$ cat config.mk
export PLATFORM = sky130hd
export DESIGN_NAME = clock_reset_sequencer_flat
export DESIGN_NICKNAME = d
export VERILOG_FILES = /design/src/rtl/clock_reset_sequencer_if.sv /design/src/rtl/clock_reset_sequencer.sv /design/src/flat_wrapper.sv
export SDC_FILE = /design/constraint.sdc
export NUM_CORES = 1
export LEC_CHECK = 0
export BUFFER_PORTS_ARGS = -buffer_cell sky130_fd_sc_hd__buf_2
export CAP_MARGIN = 20
export CORE_ASPECT_RATIO = 0.5
export CORE_UTILIZATION = 25
export CTS_BUF_LIST = sky130_fd_sc_hd__clkbuf_8 sky130_fd_sc_hd__clkbuf_16
export DETAILED_ROUTE_END_ITERATION = 10
export PLACE_DENSITY = 0.41
export SLEW_MARGIN = 20
export SYNTH_ARGS = -nofsm -noshare
export SYNTH_HDL_FRONTEND = slang
export SYNTH_SLANG_ARGS = --single-unit
$ cat constraint.sdc
create_clock -name clk -period 3.45 [get_ports clk]
set_input_delay 0.345 -clock clk [delete_from_list [all_inputs] [get_ports clk]]
set_output_delay 0.345 -clock clk [all_outputs]
set_load 0.005 [all_outputs]
$ cat src/rtl/clock_reset_sequencer_if.sv
`default_nettype none
// ============================================================================
//  Module      : clock_reset_sequencer_if
//  Description : Control and status bundle of the clock/reset sequencer.
//                The slave side is the sequencer. The master side is the
//                controller that drives lock and requests and observes the
//                domain resets.
//  Revision    : 1.0 - initial release
// ============================================================================
interface clock_reset_sequencer_if;
    logic       pll_locked;
    logic       soft_rst_req;
    logic       lock_lost_clr;
    logic       mem_rstn;
    logic       core_rstn;
    logic       loader_rstn;
    logic       cpu_rstn;
    logic       all_ready;
    logic       lock_lost;
    logic [2:0] seq_state;

    modport master (
        output pll_locked, soft_rst_req, lock_lost_clr,
        input  mem_rstn, core_rstn, loader_rstn, cpu_rstn,
               all_ready, lock_lost, seq_state
    );

    modport slave (
        input  pll_locked, soft_rst_req, lock_lost_clr,
        output mem_rstn, core_rstn, loader_rstn, cpu_rstn,
               all_ready, lock_lost, seq_state
    );
endinterface
`default_nettype wire

$ cat src/rtl/clock_reset_sequencer.sv
`default_nettype none
// ============================================================================
//  Module      : clock_reset_sequencer
//  Description : Debounces PLL lock and releases the domain resets in order
//                mem -> core -> model_loader -> cpu. All resets are pulled
//                back on lock loss or on a software reset request.
//  Revision    : 1.0 - initial release
// ============================================================================
module clock_reset_sequencer #(
    parameter int LOCK_STABLE_CYCLES = 1024,
    parameter int STEP_CYCLES        = 16,
    parameter int SYNC_STAGES        = 2,
    parameter int CNT_W              = 16
) (
    input  wire logic               clk,
    input  wire logic               resetn,
    clock_reset_sequencer_if.slave  bus
);

    typedef enum logic [2:0] {
        ST_WAIT_LOCK = 3'd0,
        ST_STABLE    = 3'd1,
        ST_REL_MEM   = 3'd2,
        ST_REL_CORE  = 3'd3,
        ST_REL_LDR   = 3'd4,
        ST_REL_CPU   = 3'd5,
        ST_RUN       = 3'd6,
        ST_UNUSED    = 3'd7
    } state_t;

    localparam logic [CNT_W-1:0] c_lock_last = CNT_W'(LOCK_STABLE_CYCLES - 1);
    localparam logic [CNT_W-1:0] c_step_last = CNT_W'(STEP_CYCLES - 1);

    logic [SYNC_STAGES-1:0] r_sync;
    logic                   w_lock_s;

    state_t                 r_state;
    state_t                 w_next_state;
    logic [CNT_W-1:0]       r_cnt;
    logic [CNT_W-1:0]       w_next_cnt;
    logic                   r_mem_rstn,    w_next_mem_rstn;
    logic                   r_core_rstn,   w_next_core_rstn;
    logic                   r_loader_rstn, w_next_loader_rstn;
    logic                   r_cpu_rstn,    w_next_cpu_rstn;
    logic                   r_all_ready,   w_next_all_ready;
    logic                   r_lock_lost,   w_next_lock_lost;
    logic                   w_in_wait;
    logic                   w_step_done;

    // Bring the asynchronous PLL lock into the clk domain
    always_ff @(posedge clk or negedge resetn) begin
        if (!resetn) begin
            r_sync <= '0;
        end else begin
            r_sync <= {r_sync[SYNC_STAGES-2:0], bus.pll_locked};
        end
    end

    assign w_lock_s = r_sync[SYNC_STAGES-1];

    // Unused code 7 behaves exactly like WAIT_LOCK, including abort exemption
    assign w_in_wait   = (r_state == ST_WAIT_LOCK) || (r_state == ST_UNUSED);
    assign w_step_done = (r_cnt == c_step_last);

    // Sequencer state, counter and every output are registered together
    always_ff @(posedge clk or negedge resetn) begin
        if (!resetn) begin
            r_state       <= ST_WAIT_LOCK;
            r_cnt         <= '0;
            r_mem_rstn    <= 1'b0;
            r_core_rstn   <= 1'b0;
            r_loader_rstn <= 1'b0;
            r_cpu_rstn    <= 1'b0;
            r_all_ready   <= 1'b0;
            r_lock_lost   <= 1'b0;
        end else begin
            r_state       <= w_next_state;
            r_cnt         <= w_next_cnt;
            r_mem_rstn    <= w_next_mem_rstn;
            r_core_rstn   <= w_next_core_rstn;
            r_loader_rstn <= w_next_loader_rstn;
            r_cpu_rstn    <= w_next_cpu_rstn;
            r_all_ready   <= w_next_all_ready;
            r_lock_lost   <= w_next_lock_lost;
        end
    end

    // Next-state and next-output decode; lock abort outranks soft reset
    always_comb begin
        w_next_state       = r_state;
        w_next_cnt         = r_cnt;
        w_next_mem_rstn    = r_mem_rstn;
        w_next_core_rstn   = r_core_rstn;
        w_next_loader_rstn = r_loader_rstn;
        w_next_cpu_rstn    = r_cpu_rstn;
        w_next_all_ready   = r_all_ready;
        w_next_lock_lost   = r_lock_lost;

        // A clear is overridden below if a loss is flagged in the same cycle
        if (bus.lock_lost_clr) begin
            w_next_lock_lost = 1'b0;
        end

        if ((!w_lock_s && !w_in_wait) || bus.soft_rst_req) begin
            w_next_state       = ST_WAIT_LOCK;
            w_next_cnt         = '0;
            w_next_mem_rstn    = 1'b0;
            w_next_core_rstn   = 1'b0;
            w_next_loader_rstn = 1'b0;
            w_next_cpu_rstn    = 1'b0;
            w_next_all_ready   = 1'b0;
            // A drop while debouncing is only a retry, not a loss
            if (!w_lock_s && !w_in_wait && (r_state != ST_STABLE)) begin
                w_next_lock_lost = 1'b1;
            end
        end else begin
            case (r_state)
                ST_STABLE: begin
                    if (r_cnt == c_lock_last) begin
                        w_next_state    = ST_REL_MEM;
                        w_next_cnt      = '0;
                        w_next_mem_rstn = 1'b1;
                    end else begin
                        w_next_cnt = r_cnt + CNT_W'(1);
                    end
                end
                ST_REL_MEM: begin
                    if (w_step_done) begin
                        w_next_state     = ST_REL_CORE;
                        w_next_cnt       = '0;
                        w_next_core_rstn = 1'b1;
                    end else begin
                        w_next_cnt = r_cnt + CNT_W'(1);
                    end
                end
                ST_REL_CORE: begin
                    if (w_step_done) begin
                        w_next_state       = ST_REL_LDR;
                        w_next_cnt         = '0;
                        w_next_loader_rstn = 1'b1;
                    end else begin
                        w_next_cnt = r_cnt + CNT_W'(1);
                    end
                end
                ST_REL_LDR: begin
                    if (w_step_done) begin
                        w_next_state    = ST_REL_CPU;
                        w_next_cnt      = '0;
                        w_next_cpu_rstn = 1'b1;
                    end else begin
                        w_next_cnt = r_cnt + CNT_W'(1);
                    end
                end
                ST_REL_CPU: begin
                    if (w_step_done) begin
                        w_next_state     = ST_RUN;
                        w_next_cnt       = '0;
                        w_next_all_ready = 1'b1;
                    end else begin
                        w_next_cnt = r_cnt + CNT_W'(1);
                    end
                end
                ST_RUN: begin
                    w_next_cnt = '0;
                end
                default: begin
                    // WAIT_LOCK and the unused code
                    w_next_cnt = '0;
                    if (w_lock_s) begin
                        w_next_state = ST_STABLE;
                    end else begin
                        w_next_state = ST_WAIT_LOCK;
                    end
                end
            endcase
        end
    end

    assign bus.mem_rstn    = r_mem_rstn;
    assign bus.core_rstn   = r_core_rstn;
    assign bus.loader_rstn = r_loader_rstn;
    assign bus.cpu_rstn    = r_cpu_rstn;
    assign bus.all_ready   = r_all_ready;
    assign bus.lock_lost   = r_lock_lost;
    assign bus.seq_state   = r_state;

endmodule
`default_nettype wire
$ cat src/flat_wrapper.sv
// flat-port wrapper written by rule: the top's interface ports become plain ports
module clock_reset_sequencer_flat 
#(
    parameter int LOCK_STABLE_CYCLES = 1024,
    parameter int STEP_CYCLES        = 16,
    parameter int SYNC_STAGES        = 2,
    parameter int CNT_W              = 16
)
  (clk, resetn, bus_pll_locked, bus_soft_rst_req, bus_lock_lost_clr, bus_mem_rstn, bus_core_rstn, bus_loader_rstn, bus_cpu_rstn, bus_all_ready, bus_lock_lost, bus_seq_state);
  clock_reset_sequencer_if bus_i ();
  input  wire logic clk;
  input  wire logic resetn;
  input wire logic [$bits(bus_i.pll_locked)-1:0] bus_pll_locked;
  input wire logic [$bits(bus_i.soft_rst_req)-1:0] bus_soft_rst_req;
  input wire logic [$bits(bus_i.lock_lost_clr)-1:0] bus_lock_lost_clr;
  output wire logic [$bits(bus_i.mem_rstn)-1:0] bus_mem_rstn;
  output wire logic [$bits(bus_i.core_rstn)-1:0] bus_core_rstn;
  output wire logic [$bits(bus_i.loader_rstn)-1:0] bus_loader_rstn;
  output wire logic [$bits(bus_i.cpu_rstn)-1:0] bus_cpu_rstn;
  output wire logic [$bits(bus_i.all_ready)-1:0] bus_all_ready;
  output wire logic [$bits(bus_i.lock_lost)-1:0] bus_lock_lost;
  output wire logic [$bits(bus_i.seq_state)-1:0] bus_seq_state;
  assign bus_i.pll_locked = bus_pll_locked;
  assign bus_i.soft_rst_req = bus_soft_rst_req;
  assign bus_i.lock_lost_clr = bus_lock_lost_clr;
  assign bus_mem_rstn = bus_i.mem_rstn;
  assign bus_core_rstn = bus_i.core_rstn;
  assign bus_loader_rstn = bus_i.loader_rstn;
  assign bus_cpu_rstn = bus_i.cpu_rstn;
  assign bus_all_ready = bus_i.all_ready;
  assign bus_lock_lost = bus_i.lock_lost;
  assign bus_seq_state = bus_i.seq_state;
  clock_reset_sequencer #(.LOCK_STABLE_CYCLES(LOCK_STABLE_CYCLES), .STEP_CYCLES(STEP_CYCLES), .SYNC_STAGES(SYNC_STAGES), .CNT_W(CNT_W)) u_core (.clk(clk), .resetn(resetn), .bus(bus_i));
endmodule
Yosys cells after proc, flatten, opt, wreduce, memory -nomap -nowiden
Cells that the tools add are included.
{"block": "totals", "reg_bits": 27, "inputBits": 5, "output_inout_bits": 9}
{"block": "classes", "muxes": 27, "n_reduce_logical": 21, "addsub": 1, "eq_ne": 16}
{"operator": "2-to-1 mux 16 bit", "n": 3}
{"operator": "one-hot mux 16 bit (2 select lines)", "n": 1}
{"operator": "2-to-1 mux 3 bit", "n": 6}
{"operator": "!= test 3 x 1 -> 1 bit (second input constant)", "n": 6}
{"operator": "one-hot mux 3 bit (6 select lines)", "n": 1}
{"operator": "adder 16 x 1 -> 16 bit (second input constant)", "n": 1}
{"operator": "equality test 16 x 10 -> 1 bit (second input constant)", "n": 1}
{"operator": "equality test 16 x 4 -> 1 bit (second input constant)", "n": 1}
{"operator": "2-to-1 mux 1 bit", "n": 16}
{"operator": "nonzero test 2 bit", "n": 7}
{"operator": "equality test 3 bit (second input constant)", "n": 4}
{"operator": "AND reduction 2 bit", "n": 5}
{"operator": "equality test 3 x 2 -> 1 bit (second input constant)", "n": 2}
{"operator": "AND reduction 6 bit", "n": 1}
{"operator": "OR reduction 4 bit", "n": 1}
{"operator": "equality test 3 x 1 -> 1 bit (second input constant)", "n": 1}
{"operator": "logical NOT 3 bit", "n": 1}
{"operator": "logical AND 1 bit", "n": 2}
{"operator": "logical NOT 1 bit", "n": 2}
{"operator": "logical OR 1 bit", "n": 2}
{"operator": "!= test 2 x 1 -> 1 bit (second input constant)", "n": 1}

Longest topological paths before layout
{"block": "depth", "word_depth": 7, "mapped_depth": 7, "depth_no_buf": 5}

Worst setup path after synthesis
No wires, ideal clock.
{"block": "synth_timing", "path_kind": "register -> register", "start": "register u_core.r_cnt[14]", "end": "register u_core.r_cnt[7]", "t_required_ns": 3.314, "arrival_time_ns": 1.714, "n_path_buf": 1, "synth_period_minus_slack_ns": 1.850, "path_stages_with_launch": 6, "path_slack_ns": 1.600, "setup_time_ns": 0.136, "cell_sequence": "dfrtp_1 -> or4_4 -> nor4_4 -> a2bb2oi_4 -> buf_6 -> nor3_1"}
{"block": "synth_between", "elab_chain_len": 4, "word_cells_on_any_way": 6, "classes_between": "2 x eq/ne; 4 x mux"}
{"element": "start, declared", "line_no": "clock_reset_sequencer.sv:39", "rtl": "logic [CNT_W-1:0] r_cnt;"}
{"element": "start signal, assigned", "line_no": "clock_reset_sequencer.sv:78", "rtl": "r_cnt <= w_next_cnt;"}
{"element": "equality test 16 x 4 -> 1 bit or equality test 16 x 10 -> 1 bit (tied branches)", "line_no": "clock_reset_sequencer.sv:63, clock_reset_sequencer.sv:119"}
{"element": "2-to-1 mux 16 bit, on equally long branches"}
{"element": "one-hot mux 16 bit (2 select lines) (*)", "line_no": "clock_reset_sequencer.sv:117", "rtl": "case (r_state)"}
{"element": "2-to-1 mux 16 bit (*)", "line_no": "clock_reset_sequencer.sv:104", "rtl": "if ((!w_lock_s && !w_in_wait) || bus.soft_rst_req) begin"}
{"element": "via u_core.w_next_cnt[7]", "line_no": "clock_reset_sequencer.sv:40", "rtl": "logic [CNT_W-1:0] w_next_cnt;"}
Mark *: on every way through the listed nets, which the timed path passes. The rest lies on a longest branch.
A chain may end at the register's enable or synchronous reset.

Final worst setup path
{"block": "layout_timing", "start": "register u_core.r_cnt[14]", "end": "register u_core.r_cnt[1]"}
The elaborated chain is that of the path after synthesis.

==> run summary <==
Clock transition at path regs -> 0.07 ns
Post-DP Area -> 1510 sq um
Post-DRT Antenna Nets -> 0
Fin. Hold Viols -> 0
GP Congestion -> 0.673
Inserted Diodes -> 0
Layout Nets -> 151
Count leader, synth -> dfrtp_1
Routed WL -> 3020 um
HPWL Detailed -> 1980 um
Die Width -> 109 um
Vias in the first global route -> 958
Share of flip-flops with an asynchronous set or reset -> 1.00
Initial antenna violation count -> 0
Synth top area share -> 0.476
Leading post-synthesis cells by cell area -> dfrtp_1 48%, nor3_1 6.3%, xor2_1 6.2%
Via count -> 1029
FP Rows -> 18
Syn-to-layout area delta -> 11.9%
Max-Cap Viols -> 0
Grt total ovfl -> 0
# hold bufs at CTS -> 0
CTS resizes -> 0
Lkg Pwr -> 0.626 nW
Worst path required time -> 3.58 ns
Critical path arrival -> 2.20 ns
FF+latch count, synth -> 27
Crit path time final -> 2.07 ns
Power Dens Cells -> 525 nW/um^2
Starting Density -> 0.274
Hold Slack -> 0.0949 ns
Critical Path End Type -> flop
Maximum clock rate -> 483 MHz
Cell count after synthesis -> 136
DRC Markers -> 0
CTS tree -> done
Final instance area -> 1590 sq um
Setup TNS -> 0 ns
Fill count -> 558
Worst-Skew Late Latency -> 0.26 ns
Clock skew -> 0.00495 ns
H-tree depth -> 1
PnR worst setup slack -> 1.38 ns
Min-delay worst type -> input port to async pin
Post-synthesis sequential area ratio -> 0.476
Synthesized area per cell -> 10.4 sq um
Register area -> 676 sq um
CP cell instances -> or4_4 > nor4_4 > a2bb2oi_4 > nor3b_1
Non-filler cells, final -> 214
Post-Syn Area -> 1420 sq um
Worst path slowest cell -> or4_4
Placed cells -> 210
Clock sinks -> 27
Initial DRC count -> 76
RSZ-0062 raised after global routing -> no
Top cells by count, synth -> 27 x dfrtp_1, 18 x nor3_1, 10 x xor2_1
Pwr Total -> 0.834 mW
1st-pass router iterations -> 4
Postcts setup bufs -> 0
First-pass GRT wire length -> 5120 um
Synth unique cells -> 38
IO Pins -> 14
Number of synthesized flops with an enable pin -> 0
Worst ir drop on vdd -> 0.204 mV
Outcome -> complete, no violations
Util after Layout -> 0.307
Die height -> 55.3 um
CTS Buffer Depth -> 2
Vias per cell -> 4.81
Port bufs -> 13
CP Class -> flop to flop
Post-synth top area cell -> dfrtp_1
Largest net degree at the start of global routing -> 28
Synth Warn # -> 0
Root Buffer -> clkbuf_16
Die ar. -> 6000 sq um
Post-synth net total -> 142
Multi-input logic area -> 648 sq um
Crit Path Max Fanout -> 18
Slew HR -> 0.588
Final period utilization -> 0.600
Critical Path Start Type -> flop
Worst-Margin Slew -> 0.613 ns
Core Area -> 5180 sq um
Place WS -> 1.39 ns
CTS buffer count -> 3
Max incr delay on CP -> 0.57 ns
Finish-stage setup viols -> 0
Pins Over Slew Limit -> 0
Share of layout cells above drive strength 1 -> 0.188
GRT Total Usage -> 0.111
Wirelength per Cell -> 14.1 um
Main synth FF type -> dfrtp_1
## area by class of cell
class	count	area share
Clock inverter	1	0.00472
Timing Repair Buffer	14	0.0457
Inverter	6	0.0142
Multi-Input combinational cell	93	0.408
Sequential cell	27	0.425
Tap cell	70	0.0551
Clock buffer	3	0.0472
## worst max-delay path: cells and delay by family, from the launching register on
family	cells	cell delay, ns
AOI/OAI and AO/OA	1	0.46
DFF	1	0.40
and+or+nand+nor	3	1.07
## placed cells by master (no fill, tap or decap), types with 2 or more instances in the layout
cell type | synthesis | final
o21a_1 | 2 | 2
nor4_1 | 3 | 3
nand4_1 | 6 | 6
o21ai_0 | 2 | 2
xor2_1 | 10 | 10
nor2_1 | 3 | 3
a31o_2 | 2 | 2
a211oi_1 | 2 | 2
buf_2 | 0 | 13
or4_1 | 2 | 2
and4_1 | 3 | 3
dfrtp_1 | 27 | 27
clkbuf_16 | 0 | 3
xnor2_1 | 3 | 3
inv_1 | 6 | 6
nand2_1 | 7 | 7
nor3_1 | 18 | 18
a21oi_1 | 7 | 7
nand3_1 | 6 | 6
## cells by family after synthesis
| kind of cell | share of synthesized area |
|---|---|
| xor+xnor | 0.0802 |
| simple gates | 0.256 |
| flops | 0.476 |
| fa+ha+maj | 0.00881 |
| buf+inv | 0.0678 |
| compound gates | 0.112 |
## power breakdown
part / internal, mW / switching, mW / total, mW
clock: 0.158 / 0.115 / 0.273
sequential: 0.336 / 0.0377 / 0.374
combinational: 0.0664 / 0.121 / 0.187
total: 0.560 / 0.274 / 0.834
## path summary, 6_finish.rpt
path	from	to	slack, ns	depth (start not counted)
worst min-delay path	resetn	u_core.r_cnt[2]$_DFF_PN0_	0.09	1
worst max register to register	u_core.r_cnt[14]$_DFF_PN0_	u_core.r_cnt[1]$_DFF_PN0_	1.38	4
worst min register to register	u_core.r_sync[0]$_DFF_PN0_	u_core.r_sync[1]$_DFF_PN0_	0.35	0
min in group clk	bus_pll_locked	u_core.r_sync[0]$_DFF_PN0_	0.18	1
max in group asynchronous	resetn	u_core.r_cnt[13]$_DFF_PN0_	2.95	1
worst max-delay path	u_core.r_cnt[14]$_DFF_PN0_	u_core.r_cnt[1]$_DFF_PN0_	1.38	4
## state kept, by name (all words and copies together) (netlist names)
register,cells
u_core.bus.lock_lost,1
u_core.bus.loader_rstn,1
u_core.bus.core_rstn,1
u_core.r_cnt,16
u_core.bus.cpu_rstn,1
u_core.bus.all_ready,1
u_core.bus.seq_state,3
u_core.r_sync,2
u_core.bus.mem_rstn,1
## metal layers
metal | vias up | global-route usage | wire length, um
met5 | - | 0 | 0
li1 | 511 | - | -
met2 | 12 | 0.152 | 1190
met3 | 5 | 0.0354 | 95
met4 | 0 | 0.0290 | 34
met1 | 501 | 0.165 | 1700
No activity file was read; power rests on OpenSTA's default activity.
